===== src/rtl/datapath_core_param.sv =====
// Parametrised register-file datapath: ALU/shifter, NZVC PSW, MDR/MAR memory port, exec/done handshake.
// Define DATAPATH_MUL_EN to add the multi-cycle shift-add multiplier FSM and its HI register.
`timescale 1ns/1ps
module datapath_core_param #(
    parameter int WIDTH = 16,
    parameter int NREGS = 8,
    localparam int IDXW = $clog2(NREGS)
) (
    input  logic             CLK,
    input  logic             CLR,
    input  logic             exec,
    input  logic [3:0]       op,
    input  logic [IDXW-1:0]  a_idx,
    input  logic [IDXW-1:0]  b_idx,
    input  logic [1:0]       a_src,
    input  logic [IDXW-1:0]  wr_idx,
    input  logic             wr_en,
    input  logic             psw_we,
    input  logic             mdr_from_s,
    input  logic             mdr_load,
    input  logic             mar_load,
    input  logic [WIDTH-1:0] mem_rdata,
    output logic [WIDTH-1:0] mem_wdata,
    output logic [WIDTH-1:0] mem_addr,
    output logic             busy,
    output logic             done,
    output logic [3:0]       psw
);

    typedef enum logic [3:0] {
        OP_PASS_A = 4'd0,  OP_ADD = 4'd1,  OP_ADC = 4'd2,  OP_SUB = 4'd3,
        OP_SBC    = 4'd4,  OP_AND = 4'd5,  OP_OR  = 4'd6,  OP_XOR = 4'd7,
        OP_LSL    = 4'd8,  OP_LSR = 4'd9,  OP_ASR = 4'd10, OP_ROL = 4'd11,
        OP_ROR    = 4'd12, OP_MUL = 4'd13
    } op_e;

    typedef struct packed {
        logic [IDXW-1:0] wr_idx;
        logic            wr_en;
        logic            psw_we;
        logic            mdr_from_s;
        logic            mar_load;
    } ctrl_t;

    logic [WIDTH-1:0] regs_q [NREGS];
    logic [WIDTH-1:0] regs_d [NREGS];
    logic [WIDTH-1:0] mdr_q, mdr_d, mar_q, mar_d;
    logic [3:0]       psw_q, psw_d;
    logic             done_q, done_d;

    logic [WIDTH-1:0] a_val, b_val, hi_val;
    logic [WIDTH-1:0] alu_res;
    logic             alu_v, alu_c, alu_ok, carry_in;
    logic [WIDTH:0]   arith, cin_w;

    logic             mul_en, mul_idle, mul_busy, mul_commit;
    logic [WIDTH-1:0] mul_res;
    logic [3:0]       mul_flags;
    ctrl_t            mul_ctrl, cur_ctrl, c_ctrl;

    logic             accept, start_mul, single, do_commit;
    logic [WIDTH-1:0] res;
    logic [3:0]       flags;

    assign cur_ctrl = '{wr_idx: wr_idx, wr_en: wr_en, psw_we: psw_we,
                        mdr_from_s: mdr_from_s, mar_load: mar_load};

    always_comb begin
        case (a_src)
            2'd0:    a_val = regs_q[a_idx];
            2'd1:    a_val = mdr_q;
            2'd2:    a_val = hi_val;
            default: a_val = '0;
        endcase
    end
    assign b_val = regs_q[b_idx];

    always_comb begin
        // NOTE: every output gets a default first so no path through the case infers a latch.
        alu_res  = a_val;
        alu_v    = 1'b0;
        alu_c    = psw_q[0];
        alu_ok   = 1'b1;
        carry_in = (op == OP_ADC || op == OP_SBC) ? psw_q[0] : 1'b0;
        cin_w    = {{WIDTH{1'b0}}, carry_in};
        arith    = '0;
        case (op)
            OP_PASS_A: ;
            OP_ADD, OP_ADC: begin
                arith   = {1'b0, a_val} + {1'b0, b_val} + cin_w;
                alu_res = arith[WIDTH-1:0];
                alu_c   = arith[WIDTH];
                alu_v   = (a_val[WIDTH-1] == b_val[WIDTH-1]) && (alu_res[WIDTH-1] != a_val[WIDTH-1]);
            end
            OP_SUB, OP_SBC: begin
                // Bit WIDTH of the extended difference is the borrow.
                arith   = {1'b0, a_val} - {1'b0, b_val} - cin_w;
                alu_res = arith[WIDTH-1:0];
                alu_c   = arith[WIDTH];
                alu_v   = (a_val[WIDTH-1] != b_val[WIDTH-1]) && (alu_res[WIDTH-1] != a_val[WIDTH-1]);
            end
            OP_AND: alu_res = a_val & b_val;
            OP_OR:  alu_res = a_val | b_val;
            OP_XOR: alu_res = a_val ^ b_val;
            OP_LSL: begin alu_res = {a_val[WIDTH-2:0], 1'b0};            alu_c = a_val[WIDTH-1]; end
            OP_LSR: begin alu_res = {1'b0, a_val[WIDTH-1:1]};            alu_c = a_val[0];       end
            OP_ASR: begin alu_res = {a_val[WIDTH-1], a_val[WIDTH-1:1]};  alu_c = a_val[0];       end
            OP_ROL: begin alu_res = {a_val[WIDTH-2:0], a_val[WIDTH-1]};  alu_c = a_val[WIDTH-1]; end
            OP_ROR: begin alu_res = {a_val[0], a_val[WIDTH-1:1]};        alu_c = a_val[0];       end
            default: alu_ok = 1'b0;
        endcase
    end

    always_comb begin
        accept    = exec && mul_idle;
        start_mul = accept && mul_en && (op == OP_MUL);
        single    = accept && !start_mul;
        if (mul_commit) begin
            do_commit = 1'b1;
            res       = mul_res;
            flags     = mul_flags;
            c_ctrl    = mul_ctrl;
        end else begin
            do_commit = single && alu_ok;
            res       = alu_res;
            flags     = {alu_res[WIDTH-1], (alu_res == '0), alu_v, alu_c};
            c_ctrl    = cur_ctrl;
        end

        regs_d = regs_q;
        if (do_commit && c_ctrl.wr_en) regs_d[c_ctrl.wr_idx] = res;
        // A result bound for MDR takes priority over a simultaneous memory load.
        mdr_d = mdr_load ? mem_rdata : mdr_q;
        if (do_commit && c_ctrl.mdr_from_s) mdr_d = res;
        mar_d  = (do_commit && c_ctrl.mar_load) ? res : mar_q;
        psw_d  = (do_commit && c_ctrl.psw_we) ? flags : psw_q;
        done_d = single || mul_commit;
    end

    always_ff @(posedge CLK or negedge CLR) begin
        if (!CLR) begin
            // NOTE: the register file is a small flop array, so it is cleared by reset like any other state.
            regs_q <= '{default: '0};
            mdr_q  <= '0;
            mar_q  <= '0;
            psw_q  <= '0;
            done_q <= 1'b0;
        end else begin
            // NOTE: non-blocking updates so every flop samples pre-edge values regardless of statement order.
            regs_q <= regs_d;
            mdr_q  <= mdr_d;
            mar_q  <= mar_d;
            psw_q  <= psw_d;
            done_q <= done_d;
        end
    end

`ifdef DATAPATH_MUL_EN
    typedef enum logic [1:0] {ST_IDLE, ST_MUL_RUN, ST_MUL_DONE} state_t;
    localparam int CNTW = $clog2(WIDTH + 1);

    state_t           state_q, state_d;
    logic [WIDTH-1:0] hi_q, hi_d, mcand_q, mcand_d;
    logic [WIDTH-1:0] acc_hi_q, acc_hi_d, acc_lo_q, acc_lo_d;
    logic [CNTW-1:0]  cnt_q, cnt_d;
    ctrl_t            lat_q, lat_d;
    logic [WIDTH:0]   step_sum;

    always_comb begin
        state_d  = state_q;
        hi_d     = hi_q;
        mcand_d  = mcand_q;
        acc_hi_d = acc_hi_q;
        acc_lo_d = acc_lo_q;
        cnt_d    = cnt_q;
        lat_d    = lat_q;
        step_sum = {1'b0, acc_hi_q} + (acc_lo_q[0] ? {1'b0, mcand_q} : '0);
        case (state_q)
            ST_IDLE: begin
                if (start_mul) begin
                    mcand_d  = a_val;
                    acc_hi_d = '0;
                    acc_lo_d = b_val;
                    cnt_d    = '0;
                    lat_d    = cur_ctrl;
                    state_d  = ST_MUL_RUN;
                end
            end
            ST_MUL_RUN: begin
                // Multiplier bits shift out of the low half as product bits shift in.
                acc_hi_d = step_sum[WIDTH:1];
                acc_lo_d = {step_sum[0], acc_lo_q[WIDTH-1:1]};
                cnt_d    = cnt_q + 1'b1;
                if (cnt_q == CNTW'(WIDTH - 1)) state_d = ST_MUL_DONE;
            end
            ST_MUL_DONE: begin
                hi_d    = acc_hi_q;
                state_d = ST_IDLE;
            end
            default: state_d = ST_IDLE;
        endcase
    end

    always_ff @(posedge CLK or negedge CLR) begin
        if (!CLR) begin
            state_q  <= ST_IDLE;
            hi_q     <= '0;
            mcand_q  <= '0;
            acc_hi_q <= '0;
            acc_lo_q <= '0;
            cnt_q    <= '0;
            lat_q    <= '0;
        end else begin
            state_q  <= state_d;
            hi_q     <= hi_d;
            mcand_q  <= mcand_d;
            acc_hi_q <= acc_hi_d;
            acc_lo_q <= acc_lo_d;
            cnt_q    <= cnt_d;
            lat_q    <= lat_d;
        end
    end

    assign mul_en     = 1'b1;
    assign mul_idle   = (state_q == ST_IDLE);
    assign mul_busy   = (state_q == ST_MUL_RUN);
    assign mul_commit = (state_q == ST_MUL_DONE);
    assign mul_res    = acc_lo_q;
    assign mul_flags  = {acc_hi_q[WIDTH-1], ({acc_hi_q, acc_lo_q} == '0), 1'b0, (acc_hi_q != '0)};
    assign mul_ctrl   = lat_q;
    assign hi_val     = hi_q;
`else
    assign mul_en     = 1'b0;
    assign mul_idle   = 1'b1;
    assign mul_busy   = 1'b0;
    assign mul_commit = 1'b0;
    assign mul_res    = '0;
    assign mul_flags  = '0;
    assign mul_ctrl   = '0;
    assign hi_val     = '0;
`endif

    assign mem_wdata = mdr_q;
    assign mem_addr  = mar_q;
    assign busy      = mul_busy;
    assign done      = done_q;
    assign psw       = psw_q;

endmodule


===== config.mk =====
export PLATFORM = sky130hd
export DESIGN_NAME = datapath_core_param
export DESIGN_NICKNAME = d
export VERILOG_FILES = /design/src/rtl/datapath_core_param.sv
export SDC_FILE = /design/constraint.sdc
export NUM_CORES = 1
export LEC_CHECK = 0
export ABC_AREA = 0
export BUFFER_PORTS_ARGS = -buffer_cell sky130_fd_sc_hd__buf_2
export CAP_MARGIN = 0
export CELL_PAD_IN_SITES_DETAIL_PLACEMENT = 1
export CELL_PAD_IN_SITES_GLOBAL_PLACEMENT = 1
export CORE_AREA = 2 2 178 180
export CTS_BUF_LIST = sky130_fd_sc_hd__clkbuf_4
export DETAILED_ROUTE_END_ITERATION = 8
export DIE_AREA = 0 0 180 182
export PLACE_DENSITY = 0.67
export SYNTH_ARGS = -nofsm -noshare
export SYNTH_HDL_FRONTEND = slang
export SYNTH_SLANG_ARGS = --single-unit
export TNS_END_PERCENT = 50

===== constraint.sdc =====
create_clock -name CLK -period 10.6 [get_ports CLK]
set_input_delay 1.06 -clock CLK [delete_from_list [all_inputs] [get_ports CLK]]
set_output_delay 1.06 -clock CLK [all_outputs]
set_load 0.02 [all_outputs]

==> results.md <==
- Final hold viol count: 0
- Vias in the first global route: 11300
- Crit-path max cell delay: 820 ps
- Clock Path Buffers: 2
- Final global-route overflow total: 0
- DR DRC count: 0
- Commonest non-fill, non-tap cell in the layout: nand2_1
- Tot Pwr: 2.61 mW
- Clk Tree Root Cell: clkbuf_4
- Worst Path Max Fanout: 38
- Period minus WS final: 6390 ps
- CTS tree: yes
- DP Wirelength: 32400 um
- Primary FF master, synth: dfrtp_1
- Fillers: 3679
- Max Cap Viol: 0
- Die area: 32800 um^2
- Ys Warns: 0
- Total negative slack: 0 ps
- CP Class: in -> reg
- Count of port buffers added during placement: 75
- Outcome: completed
- Mapped Nets: 1464
- Final Max Slew Viols: 0
- Drt initial violations: 687
- Netlist cell types: 90
- CP required: 11090 ps
- P&R area growth vs syn: 8.05%
- CTS Buf Count: 17
- Setup violators final: 0
- Reg2reg setup slack: 5210 ps
- Clk network pwr share: 15.3%
- Reg power frac: 35.3%
- Post-CTS Resized: 0
- Post-CTS Setup Bufs: 0
- Worst Tran Pin Value: 1390 ps
- CP Launch Type: primary input
- Final WL: 46000 um
- Largest net degree at the start of global routing: 98
- Register area share after synthesis: 33.8%
- Seq cells post-synth: 165
- Slew margin rel.: 7.07%
- Pwr dens: 198 nW/um^2
- Sw Share: 43.5%
- Via density: 6.03
- Cells after Synth: 1361
- H-tree levels: 4
- Critical Path AT: 6880 ps
- Chip Width: 180 um
- Syn_area_per_cell: 8.98 um^2
- GRT Util Overall: 28.5%
- Layout cells sized above 1: 18.5%
- Most frequent cells in the layout: nand2_1, dfrtp_1, buf_2
- Hold crit path type: reg -> reg
- Worst VDD drop: 0.0887 mV
- DRT Pass-1 Iters: 5
- Crit-path slowest cell: buf_2
- Row cnt: 65
- RSZ-0062 raised after global routing: false
- Synth Cell Area: 12200 um^2
- Fmax achieved: 0.157 GHz
- Crit path cell chain: buf_2, mux4_2, o22ai_1, nor3_1, inv_1, fa_1, fa_1, o21ai_0, xor2_1, a211oi_1, a32oi_1, or3_1, nor4b_1, nand4b_1, o41ai_2
- ANT nets after route: 0
- Setup crit end kind: flip-flop
- Cell internal pwr: 1.48 mW
- Switching pwr: 1.13 mW
- Worst-Skew Late Latency: 610 ps
- Most frequent CP cell: fa_1
- Global-route wire length before repair: 70700 um
- EDFF count, synth: 0
- Clk pin slew, worst setup/hold paths: 170 ps
- Die span in y: 182 um
- Fin crit share: 60.2%
- Via count: 10900
- Final Wtd Congestion: 0.925
- Initial antenna violation count: 2
- Hold buffers post-CTS: 0
- Starting Density: 39.5%
- Average routed wire per standard cell: 25.5 um
- Max Clock Skew: 40.2 ps
- Leak: 6.22 nW
- Combinational power share: 49.4%
- Nets: 1490
- CTS sink cnt: 165
- I/O pin cnt: 77
- Fraction of registers with async set/reset: 100%
- Core Box Area: 31000 um^2
## power by group through the flow
stage                     Clock [mW]  Combinational, mW  Sequential (mW)
after floorplan                    0              0.883            0.924
after global placement             0               1.24            0.919
after detailed placement           0               1.27            0.931
after CTS                      0.413               1.28            0.918
after global routing           0.434               1.41            0.943
final                          0.401               1.29            0.922
## sequential cells by signal, indices dropped and copies added, names as in the netlist
signal     count
psw            4
mem_wdata     16
done           1
regs_q       128
mem_addr      16
## area by class of cell
| cell class | count | area (um^2) | area share (%) |
|---|---|---|---|
| Clock buffer | 18 | 135 | 1.02 |
| Antenna cell | 2 | 5.00 | 0.0379 |
| Clock inverter | 14 | 160 | 1.21 |
| Tap cell | 402 | 503 | 3.81 |
| Timing Repair Buffer | 95 | 532 | 4.02 |
| Multi-Input combinational cell | 1047 | 7520 | 56.9 |
| Sequential cell | 165 | 4130 | 31.2 |
| Inverter | 61 | 229 | 1.73 |
## logic make-up (layout without fill, tap and decap cells)
family	after synthesis	count (layout)	synth area share, %
other cells	1	3	0.0307
flops	165	165	33.8
compound gates	251	251	14.1
fa+ha+maj	66	66	6.96
simple gates	561	561	20.0
mux	150	150	18.7
buf+inv	149	188	5.13
xor+xnor	18	18	1.29
## cells in the mapped netlist (10+ instances only)
cell,instances,area [um^2]
nand2_1,358,1340
dfrtp_1,165,4130
nor2_1,68,255
ha_1,60,751
o21ai_0,59,295
clkbuf_1,58,218
inv_1,58,218
mux4_2,58,1310
a21oi_1,56,280
mux2i_1,48,480
mux2_2,43,484
nor3_1,23,115
nor2b_1,18,113
nand3_1,16,80.1
o22ai_1,15,93.8
buf_2,12,60.1
o221ai_1,11,96.3
a21o_1,10,75.1
xor2_1,10,87.6
## metrics by stage
stage	setup WS [ps]	cells	cell area, um^2	utilization, %	hold WS (ps)
global route	3960	1804	13200	42.6	494
finish	4210	1804	13200	42.6	505
CTS	4330	1802	13200	42.6	497
floorplan	5280	1361	12200	-	457
global placement	3770	1770	12900	41.7	459
detailed placement	3700	1770	12900	41.7	478
## worst max-delay path, delay by kind of cell
family	cells	cell delay, ps
muxes	1	390
AOI/OAI and AO/OA	5	1550
adders and majority gates	2	1070
buffers and inverters	2	1020
and+or+nand+nor	4	1660
xor gates and xnor gates	1	100
## final timing paths
kind | startpoint | end | cells after the start
setup reg to reg | regs_q[112]$_DFFE_PN0P_ | psw[2]$_DFFE_PN0P_ | 16
max in group asynchronous | CLR | regs_q[55]$_DFFE_PN0P_ | 2
hold reg to reg | psw[1]$_DFFE_PN0P_ | psw[1]$_DFFE_PN0P_ | 2
setup / recovery | a_idx[1] | psw[2]$_DFFE_PN0P_ | 15
hold / removal | psw[1]$_DFFE_PN0P_ | psw[1]$_DFFE_PN0P_ | 2
min in group asynchronous | CLR | mem_addr[3]$_DFFE_PN0P_ | 1
## layer usage
layer  GRT usage, %  routed length [um]  share of wire [%]  up-vias
met5              0                   0                  0        -
met1           37.6               20200                 44     5670
li1               -                   -                  -     4851
met3           3.87                1950                4.2       80
met2           48.2               22500                 49      284
met4           9.63                1450                3.1        0
(Power assumes the default switching activity.)
